===== config.mk =====
export PLATFORM = sky130hd
export DESIGN_NAME = lif_neuron_array
export DESIGN_NICKNAME = d
export VERILOG_FILES = /design/src/rtl/lif_pkg.sv /design/src/rtl/lif_update.sv /design/src/rtl/lif_neuron_array.sv
export SDC_FILE = /design/constraint.sdc
export NUM_CORES = 1
export LEC_CHECK = 0
export CAP_MARGIN = 25
export CELL_PAD_IN_SITES_DETAIL_PLACEMENT = 1
export CELL_PAD_IN_SITES_GLOBAL_PLACEMENT = 2
export CORE_MARGIN = 10
export CORE_UTILIZATION = 31
export CTS_CLUSTER_DIAMETER = 80
export DETAILED_ROUTE_END_ITERATION = 8
export PLACE_DENSITY = 0.84
export SLEW_MARGIN = 40
export SYNTH_ARGS = -nofsm -noshare
export SYNTH_HDL_FRONTEND = slang
export SYNTH_SLANG_ARGS = --single-unit

===== constraint.sdc =====
create_clock -name clk -period 7.4 [get_ports clk]
set_input_delay 1.48 -clock clk [delete_from_list [all_inputs] [get_ports clk]]
set_output_delay 1.48 -clock clk [all_outputs]
set_load 0.02 [all_outputs]

===== src/rtl/lif_pkg.sv =====
// Shared types and helpers for the LIF neuron array.
// FSM encoding, select-width helper and saturating adder.
package lif_pkg;

  typedef enum logic [1:0] {
    IDLE,
    SWEEP,
    DONE
  } lif_state_t;

  function automatic int LIF_IDX_W(input int n);
    return (n > 1) ? $clog2(n) : 1;
  endfunction

  // Unsigned add clamped to 2^w-1 (w <= 31).
  function automatic logic [31:0] lif_sat_add(
    input logic [31:0] a,
    input logic [31:0] b,
    input int          w
  );
    logic [32:0] s;
    logic [32:0] mx;
    s  = {1'b0, a} + {1'b0, b};
    mx = (33'd1 << w) - 33'd1;
    return (s > mx) ? 32'(mx) : 32'(s);
  endfunction

endpackage


===== src/rtl/lif_update.sv =====
// Combinational single-channel LIF datapath.
// LIF_REFRACTORY_EN adds the refractory counter path.
module lif_update
  import lif_pkg::*;
#(
  parameter int WIDTH      = 8,
  parameter int LEAK_SHIFT = 1
`ifdef LIF_REFRACTORY_EN
  ,
  parameter int REFRAC     = 2,
  parameter int RW         = 2
`endif
) (
  input  logic [WIDTH-1:0] mem_i,
  input  logic [WIDTH-1:0] cur_i,
  input  logic [WIDTH-1:0] thr_i,
`ifdef LIF_REFRACTORY_EN
  input  logic [RW-1:0]    refrac_i,
  output logic [RW-1:0]    refrac_o,
`endif
  output logic [WIDTH-1:0] mem_o,
  output logic             spike_o
);

  logic [WIDTH-1:0] sum;
  logic             fire;

  assign sum = WIDTH'(lif_sat_add(
    32'(cur_i),
    32'(mem_i >> LEAK_SHIFT),
    WIDTH
  ));
  assign fire = (sum >= thr_i);

`ifdef LIF_REFRACTORY_EN
  always_comb begin
    mem_o    = fire ? '0 : sum;
    spike_o  = fire;
    refrac_o = fire ? RW'(REFRAC) : '0;
    // Held channels ignore their input.
    if (refrac_i != '0) begin
      mem_o    = '0;
      spike_o  = 1'b0;
      refrac_o = refrac_i - 1'b1;
    end
  end
`else
  assign mem_o   = fire ? '0 : sum;
  assign spike_o = fire;
`endif

endmodule


===== src/rtl/lif_neuron_array.sv =====
// Time-multiplexed LIF neuron array, one channel per sweep cycle.
// LIF_REFRACTORY_EN enables per-channel refractory counters.
module lif_neuron_array
  import lif_pkg::*;
#(
  parameter int CHANNELS   = 4,
  parameter int WIDTH      = 8,
  parameter int LEAK_SHIFT = 1,
  parameter int REFRAC     = 2
) (
  input  logic                      clk,
  input  logic                      rst,
  input  logic                      step_valid,
  output logic                      step_ready,
  input  logic [CHANNELS*WIDTH-1:0] current,
  input  logic [WIDTH-1:0]          threshold,
  output logic [CHANNELS-1:0]       spike,
  output logic                      spike_valid,
  input  logic [LIF_IDX_W(CHANNELS)-1:0] state_sel,
  output logic [WIDTH-1:0]          state_out
);

  localparam int IW = LIF_IDX_W(CHANNELS);

  if (CHANNELS < 1 || REFRAC < 1 ||
      LEAK_SHIFT < 1 || LEAK_SHIFT > WIDTH - 1)
  begin : g_bad_cfg
    $error("lif_neuron_array: bad parameters");
  end

  lif_state_t                state_q;
  logic [IW-1:0]             idx_q;
  logic [CHANNELS*WIDTH-1:0] cur_q;
  logic [WIDTH-1:0]          thr_q;
  logic [WIDTH-1:0]          mem_q [CHANNELS];
  logic [CHANNELS-1:0]       pend_q;
  logic [CHANNELS-1:0]       spike_q;
  logic                      spike_valid_q;
  logic [WIDTH-1:0]          mem_d;
  logic                      spk_d;

`ifdef LIF_REFRACTORY_EN
  localparam int RW = $clog2(REFRAC + 1);
  logic [RW-1:0] refrac_q [CHANNELS];
  logic [RW-1:0] refrac_d;
`endif

  lif_update #(
    .WIDTH      (WIDTH),
    .LEAK_SHIFT (LEAK_SHIFT)
`ifdef LIF_REFRACTORY_EN
    ,
    .REFRAC     (REFRAC),
    .RW         (RW)
`endif
  ) u_upd (
    .mem_i    (mem_q[idx_q]),
    .cur_i    (cur_q[32'(idx_q)*WIDTH +: WIDTH]),
    .thr_i    (thr_q),
`ifdef LIF_REFRACTORY_EN
    .refrac_i (refrac_q[idx_q]),
    .refrac_o (refrac_d),
`endif
    .mem_o    (mem_d),
    .spike_o  (spk_d)
  );

  always_ff @(posedge clk) begin
    if (rst) begin
      state_q       <= IDLE;
      idx_q         <= '0;
      cur_q         <= '0;
      thr_q         <= '0;
      pend_q        <= '0;
      spike_q       <= '0;
      spike_valid_q <= 1'b0;
      for (int i = 0; i < CHANNELS; i++) begin
        mem_q[i] <= '0;
`ifdef LIF_REFRACTORY_EN
        refrac_q[i] <= '0;
`endif
      end
    end else begin
      spike_valid_q <= 1'b0;
      unique case (state_q)
        IDLE: begin
          if (step_valid) begin
            cur_q   <= current;
            thr_q   <= threshold;
            idx_q   <= '0;
            state_q <= SWEEP;
          end
        end
        SWEEP: begin
          mem_q[idx_q]  <= mem_d;
          pend_q[idx_q] <= spk_d;
`ifdef LIF_REFRACTORY_EN
          refrac_q[idx_q] <= refrac_d;
`endif
          if (idx_q == IW'(CHANNELS - 1)) begin
            state_q <= DONE;
          end else begin
            idx_q <= idx_q + 1'b1;
          end
        end
        DONE: begin
          spike_q       <= pend_q;
          spike_valid_q <= 1'b1;
          state_q       <= IDLE;
        end
        default: state_q <= IDLE;
      endcase
    end
  end

  assign step_ready  = (state_q == IDLE) && !rst;
  assign spike       = spike_q;
  assign spike_valid = spike_valid_q;

  always_comb begin
    state_out = '0;
    if (32'(state_sel) < CHANNELS) begin
      state_out = mem_q[state_sel];
    end
  end

endmodule

==> flow_metrics.tcl, run 1 <==
set metrics [dict create \
    status "completed" \
    cts.sinks 87 \
    gp_congestion 0.808 \
    fin_crit_sh_pct 66.4 \
    synth_top_area_cell "dfxtp_1" \
    synth.top_cells.by_count "nand2_1 (89), dfxtp_1 (55), a21oi_1 (47)" \
    min_path_cells 2 \
    slowest_stage "clkdlybuf4s50_1" \
    io_pins 59 \
    synth_cell_types 50 \
    die_h_um 138 \
    clk_pin_slew_worst_paths_ns 0.06 \
    via_count 3258 \
    diodes 0 \
    synth_top_area_share_pct 25.5 \
    max_slew_margin_pct 57.5 \
    synth_area_mm2 0.00432 \
    chipWidth_um 138 \
    cts_buffer_depth 2 \
    cp_data_arrival_time_ns 3.43 \
    ys_seq_area_share_pct 47.7 \
    dp_cells 647 \
    finClkSkew_ns 0.00625 \
    ant_nets 0 \
    wire_per_inst_um 17.6 \
    clk_latency_ns 0.35 \
    ctsHoldBuffers 0 \
    grt_pass1_wl_um 19200 \
    antenna_found_initial 0 \
    numCtsBuffers 9 \
    critPathBufInv 2 \
    crit_type "in2out" \
    hpwl_um 8810 \
    slowest_delay_ns 0.82 \
    rows 43 \
    final_nets 543 \
    synth_edf_count 32 \
    cp-end-kind "output port" \
    cp_common_cell "clkdlybuf4s50_1" \
    syn_to_final_growth_pct 24.7 \
    hold_path.class "reg2reg" \
    worstMarginPinSlew_ns 0.635 \
    powerDensity_mw_per_mm2 243 \
    cts_resized 0 \
    first_global_vias 3596 \
    wirelength_um 11600 \
    dr.pass1.iters 4 \
    crit_chain "clkdlybuf4s50_1 -> mux4_2 -> clkdlybuf4s50_1" \
    cts_tree "built" \
    drt_iter0_markers 178 \
    drc 0 \
    stdcell_count 663 \
    cts-root-buf "clkbuf_16" \
    hold_violations 0 \
    initial_core_util_pct 31.4 \
    finalSetupViolCount 0 \
    crit_family "buffers and inverters" \
    async_flop_share_pct 0 \
    total_power_mw 1.31 \
    synth_area_leaders "dfxtp_1 (25%), edfxtp_1 (22%), mux4_2 (12%)" \
    synth.most_common_cell "nand2_1" \
    syn_nets 500 \
    port_buffers 58 \
    max_freq_mhz 203 \
    setup_tns_ns 0 \
    cp-start-kind "primary input" \
    period_needed_ns 4.91 \
    rsz0062_at_grt "false" \
    crit_required_ns 5.92 \
    synth-seq-cells 87 \
    drive_above_1_share_pct 11.4 \
    syn_inst 435 \
    grt_util_all_layers_pct 12.4 \
    viasPerCell 4.91 \
    cp.depth 3 \
    rr_worst_depth 13 \
    synth-main-ff-cell "dfxtp_1" \
    power.leakage_nw 1.95 \
    final_max_slew_viol_count 0 \
    drv_cap 0 \
    post_cts_buffers 0 \
    grt_max_degree 59 \
    dieArea_mm2 0.0191 \
    grt_overflow 0 \
    avgSynthCellArea_um2 9.93 \
    h-tree-depth 3 \
    critPathMaxFanout 8 \
    coreArea_mm2 0.0138 \
    ir_drop_uv 119 \
    ys_warn_count 0 \
]
==> state kept, by name (all words and copies together), names as in the netlist, named ones only <==
signal	count
cur_q	32
idx_q	2
mem_q	32
pend_q	4
spike	4
spike_valid	1
state_q	2
thr_q	8
==> metal layers <==
metal  wire length (µm)  global-route usage (%)
met5                  0                       0
met3                481                    4.38
met2               5940                    21.5
met1               5060                    14.2
met4                152                    3.50
==> worst paths after layout <==
path | endpoint | from | slack, ns
max | state_out[4] | state_sel[0] | 2.49
min | cur_q[3]$_SDFFE_PP0P_ | cur_q[3]$_SDFFE_PP0P_ | 0.46
max reg2reg | mem_q[1][5]$_SDFFCE_PN0P_ | flip-flop | 2.59
min reg2reg | cur_q[3]$_SDFFE_PP0P_ | cur_q[3]$_SDFFE_PP0P_ | 0.46
==> worst min-delay path: cells and delay by family, from the launching register on <==
family / cells / cell delay (ns)
compound gates: 1 / 0.05
simple gates: 1 / 0.05
flops: 1 / 0.31
==> power by group <==
| part | switching [mW] | internal (mW) | leakage (nW) | total [mW] |
|---|---|---|---|---|
| combinational | 0.123 | 0.0963 | 0.997 | 0.219 |
| clock | 0.186 | 0.363 | 0.169 | 0.549 |
| sequential | 0.0189 | 0.521 | 0.783 | 0.540 |
==> stage by stage <==
| step | util (%) | setup WS, ns | cell area [µm²] | hold slack, ns |
|---|---|---|---|---|
| global route | 39.1 | 2.15 | 5390 | 0.484 |
| finish | 39.1 | 2.49 | 5390 | 0.457 |
| CTS | 39.1 | 2.40 | 5390 | 0.459 |
| global placement | 36.4 | 2.46 | 5020 | 0.442 |
| detailed placement | 36.5 | 2.44 | 5020 | 0.450 |
| floorplan | - | 3.36 | 4320 | 0.433 |
==> cell families after synthesis <==
logic type | after synthesis | synth area share, %
muxes | 27 | 12.9
buffers and inverters | 48 | 4.49
DFF | 87 | 47.7
and+or+nand+nor | 174 | 17.4
adders and majority gates | 20 | 5.96
AOI/OAI and AO/OA | 76 | 10.9
xor gates and xnor gates | 3 | 0.608
==> cell type report <==
cell class                      instances  area, µm²
Fill cell                            1572       8390
Multi-Input combinational cell        300       2070
Sequential cell                        87       2060
Timing Repair Buffer                   60        593
Clock buffer                           10        229
Tap cell                              180        225
Clock inverter                          6        133
Inverter                               20       75.1
==> cell usage in the layout (no fill, tap or decap), drive strengths merged, types with 2 or more instances in the layout <==
| cell type | instances |
|---|---|
| a21oi | 47 |
| o31a | 2 |
| a31o | 2 |
| dfxtp | 55 |
| nor2 | 44 |
| edfxtp | 32 |
| nand2 | 89 |
| ha | 19 |
| mux4 | 23 |
| nand3 | 3 |
| inv | 20 |
| a211oi | 3 |
| and3 | 2 |
| xor2 | 2 |
| clkinvlp | 2 |
| clkdlybuf4s50 | 57 |
| nor3b | 2 |
| clkbuf | 10 |
| o21ai | 3 |
| a21o | 3 |
| nand2b | 3 |
| o21a | 4 |
| mux2i | 4 |
| nor2b | 6 |
| and2 | 2 |
| bufinv | 4 |
| buf | 3 |
| o211ai | 3 |
| nor3 | 16 |
| or2 | 3 |
Power figures use the tool's default switching activity.
==> run 2: changes to the inputs <==
- clock period: 7.4 -> 4.6 ns (I/O delays scaled with it)
==> run 2 against run 1 <==
  * Clock skew is 0.0037 ns higher
  * Total power increased by 54%
  * First-iteration DRC count decreased by 17%
  * Via count rose by 2.5%
  * Register-to-register slack worse by 2.2 ns
  * Clock power up 43%
  * Largest cell class unchanged
==> flow_metrics.tcl, run 2 (synthesis gave the netlist of run 1 again) <==
set metrics [dict create \
    final_max_slew_viol_count 0 \
    switching_power_mw 0.536 \
    mostFrequentLayoutCell "nand2_1" \
    finalSetupViolCount 0 \
    p_clk_share_pct 38.8 \
    cp-end-kind "flip-flop" \
    dr_wl_met2_um 5800 \
    via_count 3341 \
    p_int_mw 1.48 \
    worstMarginPinSlew_ns 0.600 \
    max_freq_mhz 236 \
    initial_core_util_pct 31.4 \
    grt_util_all_layers_pct 12.7 \
    ctsHoldBuffers 0 \
    met3_wirelength_um 477 \
    ir_drop_uv 134 \
    dr.pass1.iters 4 \
    clk_latency_ns 0.35 \
    design_area_mm2 0.00541 \
    dieArea_mm2 0.0191 \
    first_global_vias 3672 \
    port_buffers 58 \
    clk_pin_slew_worst_paths_ns 0.07 \
    top_regs "cur_q: 32 flops, mem_q: 32 flops, thr_q: 8 flops" \
    comb_power_share_pct 18.1 \
    final_nets 552 \
    p_seq_share_pct 43.0 \
    post_cts_buffers 0 \
    max_slew_margin_pct 60.0 \
    cts_buffer_depth 2 \
    io_pins 59 \
    drv_cap 0 \
    cp-start-kind "flip-flop" \
    cts-root-buf "clkbuf_16" \
    hold_path.class "reg2reg" \
    chipWidth_um 138 \
    numCtsBuffers 9 \
    antenna_found_initial 0 \
    cts.sinks 87 \
    critPathMaxFanout 8 \
    cp_data_arrival_time_ns 4.43 \
    grt_pass1_wl_um 19700 \
    gp_congestion 0.852 \
    status "completed" \
    setup_tns_ns 0 \
    crit_type "reg2reg" \
    routed.top_layer "met4" \
    grt_overflow 0 \
    die_h_um 138 \
    viasPerCell 4.97 \
    grt_max_degree 58 \
    rows 43 \
    finClkSkew_ns 0.00994 \
    crit_required_ns 4.79 \
    total_power_mw 2.02 \
    fin_crit_sh_pct 92.1 \
    cts_tree "built" \
    wirelength_um 12000 \
    stdcell_count 672 \
    dp_cells 656 \
    ant_nets 0 \
    period_needed_ns 4.24 \
    place_area_mm2 0.00509 \
    diodes 0 \
    wire_per_inst_um 17.9 \
    coreArea_mm2 0.0138 \
    drc 0 \
    hpwl_um 9130 \
    switching_share_pct 26.6 \
    drive_above_1_share_pct 13.2 \
    final_cell_mix "nand2_1 (89), clkdlybuf4s50_1 (57), dfxtp_1 (53)" \
    drt_iter0_markers 148 \
    power.leakage_nw 1.97 \
    hold_violations 0 \
    m1WireLength_um 5460 \
    h-tree-depth 3 \
    cts_resized 0 \
    syn_to_final_growth_pct 25.2 \
    rsz0062_at_grt "false" \
    powerDensity_mw_per_mm2 373 \
]
[run 2: cell count changes in the layout (fill, tap and decap cells not counted), sizes merged]
cell,previous run,this run
clkinvlp,2,1
clkinv,0,2
bufinv,4,2
clkbuf,10,11
buf,3,12
[run 2: through the flow]
stage                     utilization, %  hold WS (ns)  setup WS, ns
after CTS                           39.2         0.460         0.128
after global placement              36.9         0.443         0.266
after global routing                39.3         0.475        0.0384
final                               39.3         0.457         0.362
after floorplan                        -         0.433         0.559
after detailed placement            37.0         0.452         0.159
[run 2: worst max-delay path: stages, from the launching register on]
cell      delay (ns)
dfxtp_2         0.50
mux4_2          0.58
ha_1            0.42
a211oi_1        0.43
o31a_1          0.24
a21boi_2        0.11
o21ba_2         0.32
inv_1           0.06
ha_1            0.20
a211oi_1        0.32
o211ai_1        0.15
a21o_1          0.26
nand2b_1        0.31
nor3_1          0.18
[run 2: area by class of cell]
cell class / instances / area (µm²)
fillers: 1583 / 8360
clock inverters: 5 / 82.6
clock buffers: 11 / 233
multi-input cells: 300 / 2070
flip-flops and latches: 87 / 2060
inverters: 20 / 75.1
well taps: 180 / 225
repair buffers: 69 / 658
[run 2: power by group through the flow]
stage,logic [mW],registers (mW),clock network [mW]
after floorplan,0.240,0.867,0
after global placement,0.357,0.881,0
after detailed placement,0.368,0.884,0
after CTS,0.370,0.868,0.800
after global routing,0.409,0.874,0.832
final,0.366,0.867,0.783
[run 2: per-layer routing]
| layer | GRT usage [%] | up-vias |
|---|---|---|
| met5 | 0 | - |
| met4 | 5.77 | 0 |
| met3 | 3.32 | 21 |
| met2 | 21.0 | 59 |
| met1 | 15.2 | 1636 |
| li1 | - | 1625 |
[run 2: path summary, 6_finish.rpt]
kind / endpoint / from / slack, ns / depth (start not counted)
setup / recovery: mem_q[0][7]$_SDFFCE_PN0P_ / flip-flop / 0.36 / 13
hold / removal: cur_q[12]$_SDFFE_PP0P_ / cur_q[12]$_SDFFE_PP0P_ / 0.46 / 2
setup reg to reg: mem_q[0][7]$_SDFFCE_PN0P_ / flip-flop / 0.36 / 13
hold reg to reg: cur_q[12]$_SDFFE_PP0P_ / cur_q[12]$_SDFFE_PP0P_ / 0.46 / 2
==> run 3: changes to the inputs <==
- CELL_PAD_IN_SITES_DETAIL_PLACEMENT: 1 -> not set
- CELL_PAD_IN_SITES_GLOBAL_PLACEMENT: 2 -> not set
- PLACE_DENSITY: 0.84 -> 0.62
- SETUP_SLACK_MARGIN: not set -> 0.02
==> run 3 against run 2 <==
  * Sequential power about the same
  * Sequential cell count unchanged
  * Worst hold slack got worse by 0.0033 ns
  * Die area unchanged
  * Clock skew decreased by 0.0053 ns
  * Critical path depth increased by 1
  * First-iteration DRC count increased by 30%
  * Utilization decreased by 0.13 points
  * Highest routed layer unchanged
==> flow_metrics.tcl, run 3 (synthesis gave the netlist of run 1 again) <==
set metrics [dict create \
    cp_data_arrival_time_ns 4.34 \
    dr.pass1.iters 4 \
    crit_type "reg2reg" \
    dieArea_mm2 0.0191 \
    rsz0062_at_grt "false" \
    grt_pass1_wl_um 17500 \
    gr-max-usage-layer "met2" \
    ant_nets 0 \
    h-tree-depth 3 \
    cp-end-kind "flip-flop" \
    setup_tns_ns 0 \
    max_freq_mhz 241 \
    syn_to_final_growth_pct 24.8 \
    grt_overflow 0 \
    clk_pin_slew_worst_paths_ns 0.06 \
    dp_cells 654 \
    rr_worst_depth 14 \
    initial_core_util_pct 31.4 \
    pre_cts_ws_ns 0.330 \
    top_regs "cur_q: 32 flops, mem_q: 32 flops, thr_q: 8 flops" \
    io_pins 59 \
    status "completed" \
    via_count 3242 \
    grt_max_degree 58 \
    power.leakage_nw 1.96 \
    use_met1_pct 14.1 \
    hold_path.class "reg2reg" \
    numCtsBuffers 9 \
    max_slew_margin_pct 60.3 \
    rows 43 \
    final.setup.worst_slack_ns 0.443 \
    grt_util_met2_pct 17.6 \
    cts.sinks 87 \
    fillers 1389 \
    slowest_stage "dfxtp_1" \
    worstMarginPinSlew_ns 0.594 \
    critPathBufInv 1 \
    critPathMaxFanout 8 \
    fin_util_pct 39.2 \
    drc 0 \
    mostFrequentLayoutCell "nand2_1" \
    cts-root-buf "clkbuf_16" \
    diodes 0 \
    final_cell_mix "nand2_1 (88), clkdlybuf4s50_1 (57), dfxtp_1 (53)" \
    ir_drop_uv 156 \
    wire_per_inst_um 15.9 \
    chipWidth_um 138 \
    cts_buffer_depth 2 \
    first_global_vias 3453 \
    antenna_found_initial 0 \
    final_nets 550 \
    cp_common_cell "nor2_1" \
    slowest_delay_ns 0.54 \
    powerDensity_mw_per_mm2 370 \
    crit_chain "buf_4 -> mux4_2 -> ha_1 -> a211oi_1 -> o31a_1 -> o31ai_1 -> nor2_1 -> nor2_1 -> ha_1 -> a21oi_1 -> o211ai_1 -> a21o_1 -> or2_1 -> nor2_1" \
    drive_above_1_share_pct 12.7 \
    gp_congestion 0.930 \
    stdcell_count 670 \
    clk_latency_ns 0.33 \
    hpwl_um 8050 \
    hold_violations 0 \
    min_path_cells 2 \
    grt_util_all_layers_pct 11.1 \
    ctsHoldBuffers 0 \
    multi_input_area_mm2 0.00207 \
    cp.depth 14 \
    cp-start-kind "flip-flop" \
    finalSetupViolCount 0 \
    die_h_um 138 \
    crit_required_ns 4.78 \
    port_buffers 58 \
    r2r_setup_slack_ns 0.44 \
    drt_iter0_markers 192 \
    groute.layer.met3.usage_pct 2.91 \
    wirelength_um 10600 \
    fin_crit_sh_pct 90.4 \
    drv_cap 0 \
    period_needed_ns 4.16 \
    cts_tree "built" \
    crit_family "compound AO/OA/AOI/OAI gates" \
    coreArea_mm2 0.0138 \
    viasPerCell 4.84 \
    finClkSkew_ns 0.00464 \
    regArea_mm2 0.00206 \
    final_max_slew_viol_count 0 \
]
==> run 3: changes by cell type in the layout (fill, tap and decap cells not counted), sizes merged <==
cell      before  now
buf           12   10
clkinvlp       1    0
inv           20   21
==> run 3: cell type report <==
type                            count  area share (%)
Multi-Input combinational cell    300            38.4
Inverter                           20            1.39
Tap cell                          180            4.18
Clock buffer                       11            4.31
Timing Repair Buffer               67            11.9
Sequential cell                    87            38.3
Clock inverter                      5            1.51
==> run 3: report_power, final <==
part	internal, mW	switching [mW]
Combinational	0.163	0.195
Clock	0.477	0.297
Sequential	0.838	0.0264
Total	1.48	0.518
==> run 3: timing repair <==
item / in CTS / in global routing
endpoints found under the setup margin: 0 / 17
buffers inserted: 0 / 0
resized for setup: 0 / 2
==> run 3: worst reg2reg max path, cell delays in order (launching register included) <==
cell      delay (ns)
dfxtp_1         0.54
buf_4           0.25
mux4_2          0.33
ha_1            0.40
a211oi_1        0.43
o31a_1          0.24
o31ai_1         0.09
nor2_1          0.29
nor2_1          0.10
ha_1            0.33
a21oi_1         0.19
o211ai_1        0.12
a21o_1          0.20
or2_1           0.36
nor2_1          0.15
==> run 3: per-layer routing <==
layer  vias up  wire length, µm
met4         0              161
li1       1621                -
met1      1522             4700
met3        10              731
met2        89             5050
met5         -                0
==> run 3: worst paths after layout <==
check / end / start
worst max-delay path: mem_q[1][5]$_SDFFCE_PN0P_ / idx_q[1]$_SDFFE_PP0P_
worst min-delay path: cur_q[30]$_SDFFE_PP0P_ / cur_q[30]$_SDFFE_PP0P_
worst max register to register: mem_q[1][5]$_SDFFCE_PN0P_ / idx_q[1]$_SDFFE_PP0P_
worst min register to register: cur_q[30]$_SDFFE_PP0P_ / cur_q[30]$_SDFFE_PP0P_
==> run 3: metrics by stage <==
step | cell area (µm²) | hold slack, ns | power, mW
after floorplan | 4320 | 0.433 | 1.11
after global placement | 5070 | 0.441 | 1.23
after detailed placement | 5080 | 0.448 | 1.24
after CTS | 5390 | 0.457 | 2.01
after global routing | 5390 | 0.476 | 2.09
final | 5390 | 0.454 | 2.00
